### src/rtl/pipe_stage_register.sv
// Generic inter-stage pipeline register with valid/ready handshake,
// 2-entry skid buffer, synchronous flush and optional perf counters.
//
// Optional feature macro: PIPE_STAGE_PERF_EN
//   defined   -> stall_count / flush_drop_count are saturating counters
//   undefined -> both counter ports are tied to 0
//
// Ports:
//   clk, rst          rising-edge clock, synchronous active-high reset
//   flush             discard all held entries this cycle
//   in_valid/ready    upstream handshake (in_ready is registered)
//   in_data/ctrl      upstream payload
//   out_valid/ready   downstream handshake
//   out_data/ctrl     head entry (out_ctrl = CTRL_BUBBLE when invalid)
//   stall_count       cycles with out_valid && !out_ready
//   flush_drop_count  valid entries discarded by flush
module pipe_stage_register #(
  parameter int unsigned       DATA_W      = 32,
  parameter int unsigned       CTRL_W      = 8,
  parameter logic [CTRL_W-1:0] CTRL_BUBBLE = '0,
  parameter int unsigned       CNT_W       = 16
) (
  input  logic              clk,
  input  logic              rst,
  input  logic              flush,
  input  logic              in_valid,
  output logic              in_ready,
  input  logic [DATA_W-1:0] in_data,
  input  logic [CTRL_W-1:0] in_ctrl,
  output logic              out_valid,
  input  logic              out_ready,
  output logic [DATA_W-1:0] out_data,
  output logic [CTRL_W-1:0] out_ctrl,
  output logic [CNT_W-1:0]  stall_count,
  output logic [CNT_W-1:0]  flush_drop_count
);

  // Encoding keeps bit0 = main valid, bit1 = skid valid.
  typedef enum logic [1:0] {
    ST_EMPTY = 2'b00,
    ST_BUSY  = 2'b01,
    ST_FULL  = 2'b11
  } state_e;

  state_e state_q, state_d;
  logic   in_ready_q;

  logic [DATA_W-1:0] main_data_q, main_data_d;
  logic [CTRL_W-1:0] main_ctrl_q, main_ctrl_d;
  logic [DATA_W-1:0] skid_data_q, skid_data_d;
  logic [CTRL_W-1:0] skid_ctrl_q, skid_ctrl_d;

  logic main_v;
  logic skid_v;
  logic in_xfer;
  logic out_xfer;
  logic ld_main_in;
  logic ld_main_skid;
  logic ld_skid;

  assign main_v   = (state_q != ST_EMPTY);
  assign skid_v   = (state_q == ST_FULL);
  assign in_xfer  = in_valid && in_ready_q;
  assign out_xfer = main_v && out_ready;

  // Next-state and load selects. Flush overrides everything and
  // drops the concurrent input; an output transfer still counts
  // as delivered because downstream samples it at this edge.
  always_comb begin
    state_d      = state_q;
    ld_main_in   = 1'b0;
    ld_main_skid = 1'b0;
    ld_skid      = 1'b0;
    if (flush) begin
      state_d = ST_EMPTY;
    end else begin
      unique case (state_q)
        ST_EMPTY: begin
          if (in_xfer) begin
            state_d    = ST_BUSY;
            ld_main_in = 1'b1;
          end
        end
        ST_BUSY: begin
          if (in_xfer && out_xfer) begin
            ld_main_in = 1'b1;
          end else if (in_xfer) begin
            state_d = ST_FULL;
            ld_skid = 1'b1;
          end else if (out_xfer) begin
            state_d = ST_EMPTY;
          end
        end
        ST_FULL: begin
          // Skid always drains to main before any newer entry.
          if (out_xfer) begin
            state_d      = ST_BUSY;
            ld_main_skid = 1'b1;
          end
        end
        default: begin
          state_d = ST_EMPTY;
        end
      endcase
    end
  end

  always_comb begin
    main_data_d = main_data_q;
    main_ctrl_d = main_ctrl_q;
    skid_data_d = skid_data_q;
    skid_ctrl_d = skid_ctrl_q;
    if (ld_main_in) begin
      main_data_d = in_data;
      main_ctrl_d = in_ctrl;
    end else if (ld_main_skid) begin
      main_data_d = skid_data_q;
      main_ctrl_d = skid_ctrl_q;
    end
    if (ld_skid) begin
      skid_data_d = in_data;
      skid_ctrl_d = in_ctrl;
    end
  end

  always_ff @(posedge clk) begin
    if (rst) begin
      state_q     <= ST_EMPTY;
      in_ready_q  <= 1'b1;
      main_data_q <= '0;
      main_ctrl_q <= CTRL_BUBBLE;
      skid_data_q <= '0;
      skid_ctrl_q <= '0;
    end else begin
      state_q     <= state_d;
      in_ready_q  <= (state_d != ST_FULL);
      main_data_q <= main_data_d;
      main_ctrl_q <= main_ctrl_d;
      skid_data_q <= skid_data_d;
      skid_ctrl_q <= skid_ctrl_d;
    end
  end

  assign in_ready  = in_ready_q;
  assign out_valid = main_v;
  assign out_data  = main_data_q;
  assign out_ctrl  = main_v ? main_ctrl_q : CTRL_BUBBLE;

`ifdef PIPE_STAGE_PERF_EN
  logic [CNT_W-1:0] stall_q;
  logic [CNT_W-1:0] drop_q;
  logic [1:0]       drop_n;
  logic [CNT_W:0]   drop_sum;
  logic             stall;

  assign stall = main_v && !out_ready;

  // Entries lost to flush: main unless it left this cycle, plus skid.
  always_comb begin
    drop_n = 2'd0;
    if (flush) begin
      drop_n = {1'b0, main_v && !out_ready} + {1'b0, skid_v};
    end
  end

  assign drop_sum = {1'b0, drop_q} + (CNT_W+1)'(drop_n);

  always_ff @(posedge clk) begin
    if (rst) begin
      stall_q <= '0;
      drop_q  <= '0;
    end else begin
      if (stall && !(&stall_q)) begin
        stall_q <= stall_q + CNT_W'(1);
      end
      if (drop_sum[CNT_W]) begin
        drop_q <= '1;
      end else begin
        drop_q <= drop_sum[CNT_W-1:0];
      end
    end
  end

  assign stall_count      = stall_q;
  assign flush_drop_count = drop_q;
`else
  assign stall_count      = '0;
  assign flush_drop_count = '0;
`endif

endmodule

### config.mk
export PLATFORM = sky130hd
export DESIGN_NAME = pipe_stage_register
export DESIGN_NICKNAME = d
export VERILOG_FILES = /design/src/rtl/pipe_stage_register.sv
export SDC_FILE = /design/constraint.sdc
export NUM_CORES = 1
export LEC_CHECK = 0
export BUFFER_PORTS_ARGS = -buffer_cell sky130_fd_sc_hd__buf_2
export CORE_MARGIN = 2
export CORE_UTILIZATION = 50
export CTS_CLUSTER_DIAMETER = 200
export CTS_CLUSTER_SIZE = 10
export DETAILED_ROUTE_END_ITERATION = 10
export HOLD_SLACK_MARGIN = 0.15
export PLACE_DENSITY = 0.79
export SLEW_MARGIN = 20
export SYNTH_ARGS = -nofsm -noshare
export SYNTH_HDL_FRONTEND = slang
export SYNTH_SLANG_ARGS = --single-unit
export TNS_END_PERCENT = 20
### constraint.sdc
create_clock -name clk -period 2.9 [get_ports clk]
set_clock_uncertainty 0.2 [all_clocks]
set_input_delay 0.58 -clock clk [delete_from_list [all_inputs] [get_ports clk]]
set_output_delay 0.58 -clock clk [all_outputs]
set_load 0.02 [all_outputs]
== Word-level counts from Yosys, hierarchy flattened ==
Index checks and enable logic that the tools add are counted.

* Logic and storage cells: 37
* Output and inout port bits: 74
* Flip-flop bits (word level): 83
* Input bits: 45

* Equal/unequal tests: 3
* Multiplexer cells: 22
* Reduce and logical (&&, ||, !) cells: 6

{| class="wikitable"
|+ Operators by type and width
! cell !! number
|-
| two-way mux 32 bit || 2
|-
| two-way mux 8 bit || 3
|-
| two-way mux 2 bit || 6
|-
| two-way mux 1 bit || 9
|-
| one-hot mux 2 bit (3 select lines) || 1
|-
| nonzero test 2 bit || 2
|-
| logical AND 1 bit || 3
|-
| equality test 2 x 1 -> 1 bit, second input constant || 1
|-
| equality test 2 bit, second input constant || 1
|-
| zero test 2 bit || 1
|-
| != test 2 bit, second input constant || 1
|-
| one-hot mux 1 bit (2 select lines) || 1
|}

== Longest topological paths before layout ==
Gate-level depths: netlist of run 1.

* Depth in word-level cells: 8
* Depth in mapped cells: 5
* Mapped depth without buffers: 3

== Worst setup path after synthesis of run 1 ==
No wires, ideal clock.

* Path type: input-to-reg
* Start: in flush
* End: reg main_data_q[10], in the netlist out_data[10]
* Path slack: 1254 ps
* Data arrival time: 1355 ps
* Setup time: 91 ps
* Data required time: 2609 ps
* Buffers on the path: 2
* Cell stages on the path: 5
* Cells stage by stage: and4bb_1 -> buf_2 -> nand2_1 -> buf_2 -> a311oi_1

* Longest elaborated chain between the ends: 2
* Elaborated cells between the ends (all ways): 4
* Those cells by class: 3 x mux; 1 x reduce/logical

{| class="wikitable"
|+ Ends and longest elaborated chain
! element !! line !! RTL
|-
| start, declared || 25 || <nowiki>input logic flush,</nowiki>
|-
| two-way mux 1 bit || 74 || <nowiki>if (flush) begin</nowiki>
|-
| two-way mux 32 bit / nonzero test 2 bit (equally long branches) || n/a ||
|-
| end signal, assigned || 137 || <nowiki>main_data_q <= main_data_d;</nowiki>
|-
| end, declared || 48 || <nowiki>logic [DATA_W-1:0] main_data_q, main_data_d;</nowiki>
|}

Parallel ways exist; a longest one is shown, timed or not.
A chain may end at the register's enable or synchronous reset.

== Worst setup path in the final report of run 1 ==
* Start: reg state_q[1]
* End: out out_ctrl[2]

* Longest elaborated chain between the ends: 2

{| class="wikitable"
|+ Ends and longest elaborated chain
! element !! line !! RTL
|-
| start, declared || 45 || <nowiki>state_e state_q, state_d;</nowiki>
|-
| start signal, assigned || 135 || <nowiki>state_q <= state_d;</nowiki>
|-
| nonzero test 2 bit || 61 || <nowiki>assign main_v = (state_q != ST_EMPTY);</nowiki>
|-
| two-way mux 8 bit || 147 || <nowiki>assign out_ctrl = main_v ? main_ctrl_q : CTRL_BUBBLE;</nowiki>
|-
| end, declared || 33 || <nowiki>output logic [CTRL_W-1:0] out_ctrl,</nowiki>
|}

Every way passes these cells.

==> impl_metrics.json, run 1 <==
{
  "gr-total-overflow": 0,
  "setup_tns_ps": 0,
  "cts_sinks": 83,
  "clk_pin_slew_ps": 80,
  "cts-hold-fix-buffers": 0,
  "synth_area_mm2": 0.00374,
  "p_seq_frac": 0.510,
  "cts_buffers": 9,
  "intPower_w": 0.00172,
  "cts_resized": 0,
  "final_common_cell": "buf_2",
  "fp.dieW_um": 90.5,
  "wirelength_um": 9340,
  "finalSetupViolations": 0,
  "synth.avg_cell_area_um2": 7.97,
  "maxCapViolations": 0,
  "clk_path_buf_depth": 2,
  "power_frac_clock": 0.361,
  "rsz0062_at_grt": "false",
  "num-nets-final": 576,
  "grt_pass1_wl_um": 15400,
  "irDropWorstVdd_uv": 278,
  "required_ps": 2120,
  "dpl-instance-area_mm2": 0.00408,
  "start_kind": "register",
  "die_area_mm2": 0.00818,
  "wl_met2_um": 4320,
  "fillCellCount": 668,
  "clkLatencyLatePin_ps": 350,
  "portBuffers": 86,
  "end_kind": "output pin",
  "io_pins": 119,
  "grt_antenna_before_repair": 0,
  "drc_errors": 0,
  "ys_seq_area_frac": 0.445,
  "antenna_left": 0,
  "status": "completed",
  "start_util": 0.515,
  "drt_iter0_drc": 275,
  "grtUsageTotal": 0.228,
  "power_frac_comb": 0.128,
  "drive_gt1_frac": 0.220,
  "vias": 3593,
  "fp.dieH_um": 90.5,
  "rows": 31,
  "grt_pass1_vias": 3294,
  "hold_violations": 0,
  "slew_headroom": 0.580,
  "final_cell_mix": "buf_2, dfxtp_1, nand2_1",
  "cts_setup_buffers": 0,
  "htreeDepth": 3,
  "synth_cell_type_count": 21,
  "path_class": "reg -> out",
  "gp_congestion": 0.824,
  "wl_met1_um": 4060,
  "drv_slew": 0,
  "arrival_ps": 1540,
  "synth_cells": 469,
  "cts_root_buf": "clkbuf_8",
  "vias_per_cell": 5.66,
  "design_area_mm2": 0.00428,
  "cts_tree": "done",
  "wl_per_cell_um": 14.7,
  "path_max_fanout": 9,
  "max_slew.worst_pin.slew_ps": 628,
  "min_period_ps": 2320,
  "first_pass_iters": 5,
  "p_sw_frac": 0.272,
  "post-route-period-util": 0.800,
  "dp_hpwl_um": 6040,
  "top_layer": "met4",
  "yosysWarnings": 0,
  "min_path_type": "in -> reg",
  "wl_met3_um": 798,
  "core_area_mm2": 0.00725,
  "power.leakage_nw": 1.67,
  "p_per_area_mw_per_mm2": 551,
  "synth-seq-cells": 83,
  "max_clock_freq_mhz": 431,
  "grt_max_degree": 43,
  "p_switching_w": 0.000642,
  "diodes": 0,
  "area_growth_pct": 14.6
}
logic make-up (layout without fill, tap and decap cells):
kind of cell,count (synthesis),after routing,share of synthesized area
compound gates,122,122,0.205
simple gates,180,180,0.224
buf+inv,83,119,0.126
flops,83,83,0.445
other cells,1,32,0.00100
layer usage:
| metal | up-vias | global-route usage |
|---|---|---|
| li1 | 1723 | - |
| met1 | 1677 | 0.313 |
| met2 | 180 | 0.344 |
| met3 | 13 | 0.0518 |
| met4 | 0 | 0.104 |
| met5 | - | 0 |
per-stage QoR:
stage	power [W]	hold WS, ps	util	cells	setup slack, ps
after floorplan	0.00146	254	-	500	1250
after global placement	0.00153	261	0.563	619	751
after detailed placement	0.00153	267	0.563	619	676
after CTS	0.00237	256	0.591	635	489
after global routing	0.00246	270	0.591	635	362
final	0.00236	272	0.591	635	580
critical path, stage by stage, from the launching register on:
cell	delay [ps]
dfxtp_1	390
nor2_1	530
nor2b_1	100
buf_2	180
cell type report:
type                            count  area, um^2  area share
Inverter                            2        7.51     0.00175
Multi-Input combinational cell    334        1740       0.407
Clock inverter                      4        48.8      0.0114
Clock buffer                       12         155      0.0362
Sequential cell                    83        1660       0.388
Timing Repair Buffer              101         543       0.127
Tap cell                           99         124      0.0289
synthesized netlist by cell type (all sizes together):
| cell type | count | share of area |
|---|---|---|
| and4b | 1 | 0.0027 |
| o21ai | 40 | 0.054 |
| nor2b | 9 | 0.015 |
| or4 | 1 | 0.0020 |
| a311oi | 40 | 0.094 |
| buf | 56 | 0.099 |
| nor3 | 41 | 0.055 |
| dfxtp | 83 | 0.44 |
| a21oi | 41 | 0.055 |
| a2bb2oi | 1 | 0.0023 |
| clkbuf | 25 | 0.025 |
| nand2b | 2 | 0.0033 |
| nand4b | 1 | 0.0023 |
| inv | 2 | 0.0020 |
| and4bb | 1 | 0.0033 |
| nand2 | 82 | 0.082 |
| nor2 | 1 | 0.0010 |
| conb | 1 | 0.0010 |
| nand4bb | 1 | 0.0030 |
| nand3 | 40 | 0.054 |
state kept, by name, summed over array words and instances (netlist names):
register	flops
in_ready	1
main_ctrl_q	8
out_data	32
skid_ctrl_q	8
skid_data_q	32
state_q	2
power groups by stage:
stage / clock network, W / logic (W) / registers [W]
floorplan: 0 / 0.000193 / 0.00127
global placement: 0 / 0.000296 / 0.00123
detailed placement: 0 / 0.000301 / 0.00123
CTS: 0.000865 / 0.000301 / 0.00121
global route: 0.000918 / 0.000329 / 0.00121
finish: 0.000853 / 0.000303 / 0.00121
worst paths after layout:
path	from	slack [ps]	cells past startpoint	endpoint
max	state_q[1]	580	3	out_ctrl[2]
min	flush	270	2	state_q[0]
max reg2reg	state_q[1]	870	4	out_data[12]
min reg2reg	skid_data_q[6]	280	2	skid_data_q[6]
(Power assumes the default switching activity.)
==> run 2: changes to the inputs <==
CORE_UTILIZATION = 46   (was 50)
PLACE_DENSITY = 0.76   (was 0.79)
clock period = 1.9 ns   (was 2.9 ns; I/O delays follow)
==> run 2 against run 1 <==
Hold slack lost 6.6 ps. First-iteration DRC count decreased by 5.5%. Non-clock buffer count is 48 higher. Global-route usage up 0.76 points. Critical endpoint is now out_ctrl[0]. Final area up 12%. Sequential power rose by 52%. Sequential share of layout area fell by 4.1 points.
==> impl_metrics.json, run 2 (synthesis results as in run 1) <==
{
  "start_util": 0.479,
  "status": "completed",
  "area_growth_pct": 28.7,
  "utilization": 0.616,
  "drc_errors": 0,
  "rsz0062_at_grt": "false",
  "drt_iter0_drc": 260,
  "rows": 32,
  "design_area_mm2": 0.00481,
  "die_area_mm2": 0.00886,
  "max_clock_freq_mhz": 550,
  "cts_setup_buffers": 0,
  "num-nets-final": 624,
  "grt_pass1_vias": 3569,
  "io_pins": 119,
  "cts_sinks": 83,
  "dpl-instance-area_mm2": 0.00415,
  "fp.dieW_um": 94.1,
  "power.leakage_nw": 1.89,
  "end_kind": "output pin",
  "antenna_left": 0,
  "final_common_cell": "buf_2",
  "clk_path_buf_depth": 2,
  "vias": 3727,
  "hold_violations": 0,
  "min_period_ps": 1820,
  "final_cell_mix": "buf_2, nand2_1, dfxtp_1",
  "clk_pin_slew_ps": 80,
  "grt_max_degree": 43,
  "path_class": "reg -> out",
  "post-route-period-util": 0.956,
  "grt_pass1_wl_um": 16800,
  "grt_antenna_before_repair": 0,
  "gr-total-overflow": 0,
  "core_area_mm2": 0.00781,
  "setup_tns_ps": 0,
  "finalSetupViolations": 0,
  "cts_root_buf": "clkbuf_8",
  "setup_ws_ps": 83.4,
  "cts_tree": "done",
  "p_per_area_mw_per_mm2": 790,
  "vias_per_cell": 5.43,
  "htreeDepth": 3,
  "start_kind": "register",
  "portBuffers": 86,
  "required_ps": 1320,
  "path_max_fanout": 9,
  "arrival_ps": 1240,
  "detailedPlace.worstSlack_ps": 108,
  "dp_hpwl_um": 6330,
  "diodes": 0,
  "first_pass_iters": 4,
  "cts_buffers": 9,
  "clkLatencyLatePin_ps": 340,
  "wirelength_um": 9980,
  "min_path_type": "in -> reg",
  "maxCapViolations": 0,
  "gp_congestion": 0.796,
  "drv_slew": 0,
  "wl_per_cell_um": 14.6,
  "irDropWorstVdd_uv": 393,
  "fp.dieH_um": 94.1,
  "drive_gt1_frac": 0.219,
  "finalHoldWorstSlack_ps": 266,
  "grtUsageTotal": 0.236
}
run 2: power breakdown:
group | switching (W) | internal, W | total (W)
logic | 0.000335 | 0.000207 | 0.000542
registers | 0.0000351 | 0.00180 | 0.00184
clock network | 0.000613 | 0.000806 | 0.00142
run 2: worst paths after layout:
kind | from | end | slack, ps | cells past startpoint
setup / recovery | state_q[1] | out_ctrl[0] | 80 | 4
hold / removal | in_valid | in_ready | 270 | 3
setup reg to reg | in_ready | main_ctrl_q[5] | 150 | 4
hold reg to reg | main_ctrl_q[3] | main_ctrl_q[3] | 280 | 2
run 2: metal layers:
layer	up-vias	GRT usage	share of wire
met5	-	0	0
met4	0	0.0882	0.016
met3	16	0.0457	0.077
met2	168	0.400	0.49
met1	1722	0.297	0.41
li1	1821	-	-
run 2: repair_timing:
item,in CTS,in global routing
gates cloned,0,0
hold endpoints to repair,42,0
endpoints found under the setup margin,8,8
gates resized for setup,2,3
hold buffers,42,0
run 2: final cells by class:
cell class / count / area [um^2]
multi-input combinational: 334 / 1740
timing repair buffer: 149 / 1040
sequential: 83 / 1670
tap: 102 / 128
inverter: 2 / 7.51
clock buffer: 11 / 151
clock inverter: 5 / 75.1
fill: 681 / 3000
run 2: stage by stage:
step           cells  power (W)
6_report         686    0.00380
5_1_grt          686    0.00396
2_1_floorplan    500    0.00223
4_1_cts          686    0.00382
3_5_place_dp     628    0.00235
3_3_place_gp     628    0.00234
run 2: critical path: stages, from the launching register on:
cell and delay, ps:
dfxtp_4 390, nor2_1 50, buf_4 170, nor2b_1 110
buf_2 170
==> run 3: changes to the inputs <==
BUFFER_PORTS_ARGS = -buffer_cell sky130_fd_sc_hd__clkbuf_2   (was -buffer_cell sky130_fd_sc_hd__buf_2)
==> run 3 against run 2 <==
Count of clock-buffer cells in the layout rose by 2. Critical endpoint is now out_ctrl[7]. Sequential power about the same. Register-to-register slack improved by 90 ps.
==> impl_metrics.json, run 3 (synthesis results as in run 1) <==
{
  "grt_max_degree": 47,
  "first_pass_iters": 5,
  "drive_gt1_frac": 0.213,
  "portBuffers": 86,
  "clk_path_buf_depth": 2,
  "dpl-instance-area_mm2": 0.00418,
  "fillCellCount": 685,
  "post-route-period-util": 0.956,
  "clkLatencyLatePin_ps": 360,
  "start_kind": "register",
  "grtUsageTotal": 0.227,
  "cts_sinks": 83,
  "cts_tree": "done",
  "num-nets-final": 623,
  "rsz0062_at_grt": "false",
  "final_cell_mix": "clkbuf_2, nand2_1, dfxtp_1",
  "cts_root_buf": "clkbuf_8",
  "arrival_ps": 1240,
  "die_area_mm2": 0.00886,
  "grt_antenna_before_repair": 0,
  "vias_per_cell": 5.51,
  "final_common_cell": "clkbuf_2",
  "multi_input_area_mm2": 0.00174,
  "htreeDepth": 3,
  "endpoint": "out_ctrl[7]",
  "design_area_mm2": 0.00481,
  "io_pins": 119,
  "gr-total-overflow": 0,
  "grt_pass1_vias": 3264,
  "finalPower_w": 0.00365,
  "min_period_ps": 1820,
  "drt_iter0_drc": 248,
  "reg2reg_from": "in_ready",
  "wl_per_cell_um": 14.3,
  "required_ps": 1320,
  "gp_congestion": 0.743,
  "path_max_fanout": 9,
  "p_per_area_mw_per_mm2": 759,
  "grt_pass1_wl_um": 15900,
  "wirelength_um": 9750,
  "fp.dieH_um": 94.1,
  "min_path_type": "in -> reg",
  "vias": 3766,
  "worstHoldStart": "in_valid",
  "regArea_mm2": 0.00167,
  "end_kind": "output pin",
  "clk_pin_slew_ps": 80,
  "r2r_end": "out_data[22]",
  "max_clock_freq_mhz": 550,
  "drc_errors": 0,
  "diodes": 0,
  "status": "completed",
  "dp_hpwl_um": 6140,
  "setup_tns_ps": 0,
  "rows": 32,
  "drv_slew": 0,
  "antenna_left": 0,
  "cp-startpoint": "state_q[0]",
  "path_class": "reg -> out",
  "hold_violations": 0,
  "fp.dieW_um": 94.1,
  "irDropWorstVdd_uv": 374,
  "finalSetupViolations": 0,
  "maxCapViolations": 0,
  "power.leakage_nw": 1.87,
  "area_growth_pct": 28.7,
  "hold_depth": 3,
  "cts_buffers": 9,
  "r2r_slack_ps": 240,
  "start_util": 0.479,
  "core_area_mm2": 0.00781,
  "worstRegToRegCells": 4
}
==> run 3: cell count changes in the layout (fill, tap and decap cells not counted) <==
cell and change:
clkbuf_2 +83, bufinv_16 -1, clkbuf_1 +2, clkinv_2 -2, buf_12 +3, buf_4 -4
buf_2 -83
==> run 3: metal layers <==
layer  global-route usage  part of all wire  routed length (um)  vias to the layer above
li1                     -                 -                   -                     1822
met1                0.303              0.44                4270                     1762
met2                0.349              0.48                4640                      171
met3               0.0570             0.073                 711                       11
met4               0.0942             0.013                 131                        0
met5                    0                 0                   0                        -
==> run 3: power breakdown <==
part / switching [W] / internal [W]
clock: 0.000596 / 0.000671
combinational: 0.000335 / 0.000209
sequential: 0.0000366 / 0.00180
total: 0.000968 / 0.00268
==> run 3: stage by stage <==
step / utilization / setup WS, ps / hold WS, ps / instances
floorplan: - / 391 / 254 / 500
global placement: 0.535 / 231 / 260 / 626
detailed placement: 0.535 / 151 / 266 / 626
CTS: 0.614 / 2.02 / 246 / 683
global route: 0.616 / 0.183 / 278 / 684
finish: 0.616 / 82.8 / 267 / 684
==> run 3: worst min path at each step <==
stage / end / slack [ps]
2_1_floorplan: skid_ctrl_q[0] / 250
3_3_place_gp: skid_ctrl_q[7] / 260
3_5_place_dp: skid_data_q[19] / 270
4_1_cts: in_ready / 250
5_1_grt: in_ready / 280
6_report: in_ready / 270
==> run 3: area by class of cell <==
cell class	count	area share
clock inverter	2	0.00729
tap	102	0.0265
clock buffer	13	0.0330
inverter	2	0.00156
sequential	83	0.347
multi-input combinational	334	0.363
timing repair buffer	148	0.222
==> run 3: critical path: stages, from the launching register on <==
cell	delay, ps
dfxtp_4	380
nor2_1	50
buf_4	160
nor2b_1	110
clkbuf_2	170
==> run 3: timing repair <==
action	CTS	global route
hold buffers	42	0
endpoints found under the setup margin	8	9
pin swaps	0	0
gates resized for setup	2	6
endpoints found under the hold margin	42	0
buffers inserted	0	1
